File: config.mk
export PLATFORM = sky130hd
export DESIGN_NAME = zl_dvb_s_derand
export DESIGN_NICKNAME = d
export VERILOG_FILES = /design/src/rtl/zl_dvb_s_derand.sv
export SDC_FILE = /design/constraint.sdc
export NUM_CORES = 1
export LEC_CHECK = 0
export BUFFER_PORTS_ARGS = -buffer_cell sky130_fd_sc_hd__clkbuf_2
export CAP_MARGIN = 5
export CORE_UTILIZATION = 62
export DETAILED_ROUTE_END_ITERATION = 10
export PLACE_DENSITY = 0.8
export SLEW_MARGIN = 20
export SYNTH_ARGS = -nofsm -noshare
export SYNTH_HDL_FRONTEND = slang
export SYNTH_SLANG_ARGS = --single-unit
File: constraint.sdc
create_clock -name clk -period 6.85 [get_ports clk]
set_input_delay 1.0275 -clock clk [delete_from_list [all_inputs] [get_ports clk]]
set_output_delay 1.0275 -clock clk [all_outputs]
set_load 0.02 [all_outputs]
File: src/rtl/zl_dvb_s_derand.sv
// DVB-S receive energy-dispersal removal: superframe lock on the inverted sync byte,
// PRBS derandomisation, sync restoration and a single-register req/ack output stage.
module zl_dvb_s_derand #(
   parameter int unsigned PKT_LEN  = 188,
   parameter int unsigned MISS_MAX = 3
) (
   input  logic       clk,
   input  logic       rst_n,
   input  logic [7:0] data_in,
   input  logic       data_in_req,
   output logic       data_in_ack,
   output logic [7:0] data_out,
   output logic       data_out_sop,
   output logic       data_out_req,
   input  logic       data_out_ack,
   output logic       locked
);

   localparam int unsigned POS_W   = $clog2(PKT_LEN);
   localparam int unsigned MISS_W  = 4;
   localparam int unsigned PRBS_W  = 15;
   localparam logic [PRBS_W-1:0] PRBS_INIT = 15'h00A9;
   localparam logic [7:0] SYNC     = 8'h47;
   localparam logic [7:0] SYNC_INV = 8'hB8;

   if (MISS_MAX < 1 || MISS_MAX > 15) begin : g_bad_miss
      $error("MISS_MAX must be in 1..15");
   end
   if (PKT_LEN < 2) begin : g_bad_len
      $error("PKT_LEN must be at least 2");
   end

   typedef enum logic [1:0] {
      SEARCH = 2'd0,
      VERIFY = 2'd1,
      LOCKED = 2'd2
   } state_t;

   // Advance the 1+x^14+x^15 generator by eight bits; first feedback bit lands in the MSB.
   function automatic logic [PRBS_W+7:0] prbs_byte(input logic [PRBS_W-1:0] r_in);
      logic [PRBS_W-1:0] r;
      logic [7:0]        b;
      logic              fb;
      r = r_in;
      b = '0;
      for (int i = 0; i < 8; i++) begin
         fb = r[13] ^ r[14];
         b  = {b[6:0], fb};
         r  = {r[13:0], fb};
      end
      return {r, b};
   endfunction

   state_t              state, state_nx;
   logic [POS_W-1:0]    pos, pos_nx, pos_inc;
   logic [2:0]          pkt, pkt_nx, pkt_inc;
   logic [MISS_W-1:0]   miss, miss_nx;
   logic [PRBS_W-1:0]   prbs, prbs_nx;
   logic [PRBS_W+7:0]   prbs_step;
   logic [7:0]          dout_nx;
   logic                sop_nx;
   logic                req_nx;
   logic                locked_nx;
   logic                ack_en;
   logic                xfer;
   logic                pos_last;
   logic [7:0]          sync_exp;
   logic                sync_good;

   // Free-running discard while hunting; back-pressure only once bytes are forwarded.
   assign data_in_ack = ack_en && ((state != LOCKED) || !data_out_req || data_out_ack);
   assign xfer        = data_in_req && data_in_ack;

   assign pos_last  = (pos == POS_W'(PKT_LEN - 1));
   assign pos_inc   = pos_last ? '0 : pos + POS_W'(1);
   assign pkt_inc   = pos_last ? pkt + 3'd1 : pkt;
   assign sync_exp  = (pkt == 3'd0) ? SYNC_INV : SYNC;
   assign sync_good = (data_in == sync_exp);
   assign prbs_step = prbs_byte(prbs);

   // Next-state, counters, PRBS and output-register loading.
   always_comb begin
      state_nx  = state;
      pos_nx    = pos;
      pkt_nx    = pkt;
      miss_nx   = miss;
      prbs_nx   = prbs;
      dout_nx   = data_out;
      sop_nx    = data_out_sop;
      req_nx    = data_out_req && !data_out_ack;
      locked_nx = locked;

      if (xfer) begin
         case (state)
            SEARCH: begin
               if (data_in == SYNC_INV) begin
                  state_nx = VERIFY;
                  pos_nx   = POS_W'(1);
                  pkt_nx   = 3'd0;
               end
            end

            VERIFY: begin
               pos_nx = pos_inc;
               pkt_nx = pkt_inc;
               if (pos == '0) begin
                  if (sync_good && pkt == 3'd0) begin
                     state_nx  = LOCKED;
                     prbs_nx   = PRBS_INIT;
                     miss_nx   = '0;
                     locked_nx = 1'b1;
                     dout_nx   = SYNC;
                     sop_nx    = 1'b1;
                     req_nx    = 1'b1;
                  end else if (!sync_good && data_in == SYNC_INV) begin
                     pos_nx = POS_W'(1);
                     pkt_nx = 3'd0;
                  end else if (!sync_good) begin
                     state_nx = SEARCH;
                     pos_nx   = '0;
                     pkt_nx   = 3'd0;
                  end
               end
            end

            LOCKED: begin
               pos_nx = pos_inc;
               pkt_nx = pkt_inc;
               if (pos == '0) begin
                  // Sync slots never consume a scrambling byte but keep the generator in step.
                  prbs_nx = (pkt == 3'd0) ? PRBS_INIT : prbs_step[PRBS_W+7:8];
                  if (!sync_good && miss == MISS_W'(MISS_MAX - 1)) begin
                     state_nx  = SEARCH;
                     locked_nx = 1'b0;
                     miss_nx   = '0;
                     pos_nx    = '0;
                     pkt_nx    = 3'd0;
                     prbs_nx   = PRBS_INIT;
                  end else begin
                     miss_nx = sync_good ? '0 : miss + MISS_W'(1);
                     dout_nx = SYNC;
                     sop_nx  = 1'b1;
                     req_nx  = 1'b1;
                  end
               end else begin
                  prbs_nx = prbs_step[PRBS_W+7:8];
                  dout_nx = data_in ^ prbs_step[7:0];
                  sop_nx  = 1'b0;
                  req_nx  = 1'b1;
               end
            end

            default: begin
               state_nx = SEARCH;
            end
         endcase
      end
   end

   // State and datapath registers.
   always_ff @(posedge clk or negedge rst_n) begin
      if (!rst_n) begin
         state        <= SEARCH;
         pos          <= '0;
         pkt          <= 3'd0;
         miss         <= '0;
         prbs         <= PRBS_INIT;
         data_out     <= 8'h00;
         data_out_sop <= 1'b0;
         data_out_req <= 1'b0;
         locked       <= 1'b0;
         ack_en       <= 1'b0;
      end else begin
         state        <= state_nx;
         pos          <= pos_nx;
         pkt          <= pkt_nx;
         miss         <= miss_nx;
         prbs         <= prbs_nx;
         data_out     <= dout_nx;
         data_out_sop <= sop_nx;
         data_out_req <= req_nx;
         locked       <= locked_nx;
         ack_en       <= 1'b1;
      end
   end

endmodule
==> results.sh <==
export IMPL_status="completed"
export IMPL_initial_core_util=0.672
export IMPL_timing_final_ws_setup_ns=3.63
export IMPL_r2r_start="pkt[0]"
export IMPL_synthDistinctLibCells=57
export IMPL_irDropWorstVdd_v=0.000223
export IMPL_ctsHoldBuffers=0
export IMPL_hpwl_microns=3800
export IMPL_max_slew_margin=0.251
export IMPL_seq_power_share=0.475
export IMPL_wire_per_inst_microns=16.6
export IMPL_yosysWarnings=0
export IMPL_grt_antenna_before_repair=0
export IMPL_ant_nets=0
export IMPL_setup_viol=0
export IMPL_die_area_sq_um=4380
export IMPL_clk_pin_slew_ns=0.09
export IMPL_swShare=0.358
export IMPL_synthTopCellsByCount="dfrtp_1 (40), nand2_1 (21), inv_1 (12), xor2_1 (12), a32o_1 (11)"
export IMPL_synth_ff_latch_count=44
export IMPL_p_comb_frac=0.331
export IMPL_syn_num_nets=273
export IMPL_wl_microns=5250
export IMPL_yosysTopAreaCell="dfrtp_1"
export IMPL_grt_max_degree=45
export IMPL_rsz0062_at_grt="false"
export IMPL_clock_skew_ns=0.00939
export IMPL_worst_pin_slew_ns=1.11
export IMPL_power_density_nw_per_um2=315
export IMPL_p_int_w=0.000557
export IMPL_crit_fanout=14
export IMPL_portBuffers=23
export IMPL_gr_total_overflow=0
export IMPL_async_reset_ff_frac=1.00
export IMPL_syn_to_final_growth_pct=7.99
export IMPL_timing_rr_end="pos[3]"
export IMPL_r2r_cells=7
export IMPL_cts_buffer_depth=2
export IMPL_cts_buffers=5
export IMPL_clock_root_buffer="clkbuf_8"
export IMPL_hold_depth=2
export IMPL_cp_startpoint="data_in[0]"
export IMPL_num_nets_final=290
export IMPL_power_switching_w=0.000311
export IMPL_hp_class="flop to flop"
export IMPL_cp_data_required_time_ns=7.03
export IMPL_grt_pass1_wl_microns=8630
export IMPL_drc=0
export IMPL_period_share=0.470
export IMPL_clock_sinks=44
export IMPL_finalCriticalPeriod_ns=3.22
export IMPL_post_cts_buffers=0
export IMPL_viasPerCell=6.43
export IMPL_ys_seq_area_frac=0.434
export IMPL_tritoncts="done"
export IMPL_fp_dieH_microns=66.1
export IMPL_first_pass_iters=4
export IMPL_core_sq_um=3800
export IMPL_syn_inst=251
export IMPL_critPathArrivalTime_ns=3.40
export IMPL_place_ws_ns=3.37
export IMPL_cp_start_kind="primary input"
export IMPL_yosysTopAreaCellShare=0.392
export IMPL_via_count=2037
export IMPL_clkPwrFrac=0.194
export IMPL_pin_count=24
export IMPL_grt_total_usage=0.261
export IMPL_yosysMostFrequentCell="dfrtp_1"
export IMPL_gp_congestion=0.793
export IMPL_drv_cap=0
export IMPL_regToRegSetupSlack_ns=4.01
export IMPL_end_kind="flop"
export IMPL_min_to="data_out_sop"
export IMPL_synth_edf_count=0
export IMPL_syn_cell_area_sq_um=2550
export IMPL_finalHoldViolations=0
export IMPL_grt_pass1_vias=1853
export IMPL_rows=22
export IMPL_ys_flop_type="dfrtp_1"
export IMPL_n_antenna_cell=0
export IMPL_cts_repair_resized=0
export IMPL_drtIter0Drc=125
export IMPL_clk_latency_ns=0.30
export IMPL_min_from="data_out_sop"
export IMPL_crit_type="primary input to flop"
export IMPL_tns_ns=0
export IMPL_p_leak_nw=1.24
export IMPL_fp_dieW_microns=66.1
export IMPL_ys_top_cells_by_area="dfrtp_1 (39%), ha_1 (4.9%), a32o_1 (4.3%), dfstp_2 (4.1%), xor2_1 (4.1%)"
export IMPL_fmax_ghz=0.310
export IMPL_cts_htree_levels=2
export IMPL_drive_above_1_share=0.167
export IMPL_syn_avg_cell_area_sq_um=10.2
export IMPL_finalMaxSlewViolations=0
worst max-delay path by stage:
stage	to	slack (ns)
finish	pos[3]	3.63
CTS	pos[3]	3.72
floorplan	data_out[0]	4.10
global placement	pos[3]	3.48
global route	pos[3]	3.42
detailed placement	pos[3]	3.37
placed cells by master (no fill, tap or decap), types with 5 or more instances in the layout:
cell	count
o21ai_0	9
nor2_1	7
ha_1	10
nand2b_1	5
a21oi_1	5
and3_1	7
xor2_1	12
nand4_1	10
clkbuf_8	6
clkbuf_2	22
o22ai_1	7
or3_1	5
dfrtp_1	40
o32a_1	8
nor2b_1	5
a32o_1	11
nand3_1	10
nand2_1	21
inv_1	12
per-layer routing:
metal	GRT usage	wire length, microns
met5	0	0
met2	0.394	2390
met1	0.375	2600
met3	0.0586	211
met4	0.0745	49
critical path, stage by stage:
cell and delay, ns:
clkbuf_2 0.11, nor4b_2 0.51, nand3_1 0.22, a41oi_1 0.89, nand2_1 0.31, o311ai_0 0.33
power by group through the flow:
| stage | clock (W) | combinational, W | sequential [W] |
|---|---|---|---|
| after floorplan | 0 | 0.000179 | 0.000432 |
| after global placement | 0 | 0.000279 | 0.000413 |
| after detailed placement | 0 | 0.000285 | 0.000417 |
| after CTS | 0.000172 | 0.000287 | 0.000412 |
| after global routing | 0.000181 | 0.000317 | 0.000423 |
| final | 0.000169 | 0.000287 | 0.000412 |
flip-flops by register name (all words and copies together) (netlist names):
name	count
prbs	15
locked	1
pkt	3
ack_en	1
data_out_sop	1
miss	4
pos	8
data_out	8
data_out_req	1
state	2
cell families after synthesis:
logic type,synth area share
buffers and inverters,0.0432
DFF,0.434
muxes,0.0128
and+or+nand+nor,0.205
xor gates and xnor gates,0.0549
adders and majority gates,0.0490
other,0.00147
AOI/OAI and AO/OA,0.200
final cells by class:
type	count	area, sq um
clock buffer	7	86.3
fill	286	1040
timing repair buffer	23	115
clock inverter	1	7.51
sequential	44	1110
inverter	12	45.0
tap	48	60.1
multi-input combinational	182	1340
metrics by stage:
step	cells	total power (W)	utilization	hold WS (ns)	instance area (sq um)
final	317	0.000868	0.725	0.493	2760
after global routing	317	0.000921	0.725	0.513	2760
after CTS	317	0.000871	0.725	0.501	2760
after detailed placement	309	0.000702	0.701	0.483	2660
after global placement	309	0.000692	0.701	0.464	2660
after floorplan	251	0.000611	-	0.466	2550
Note: power is estimated with default switching activity, not from simulation.
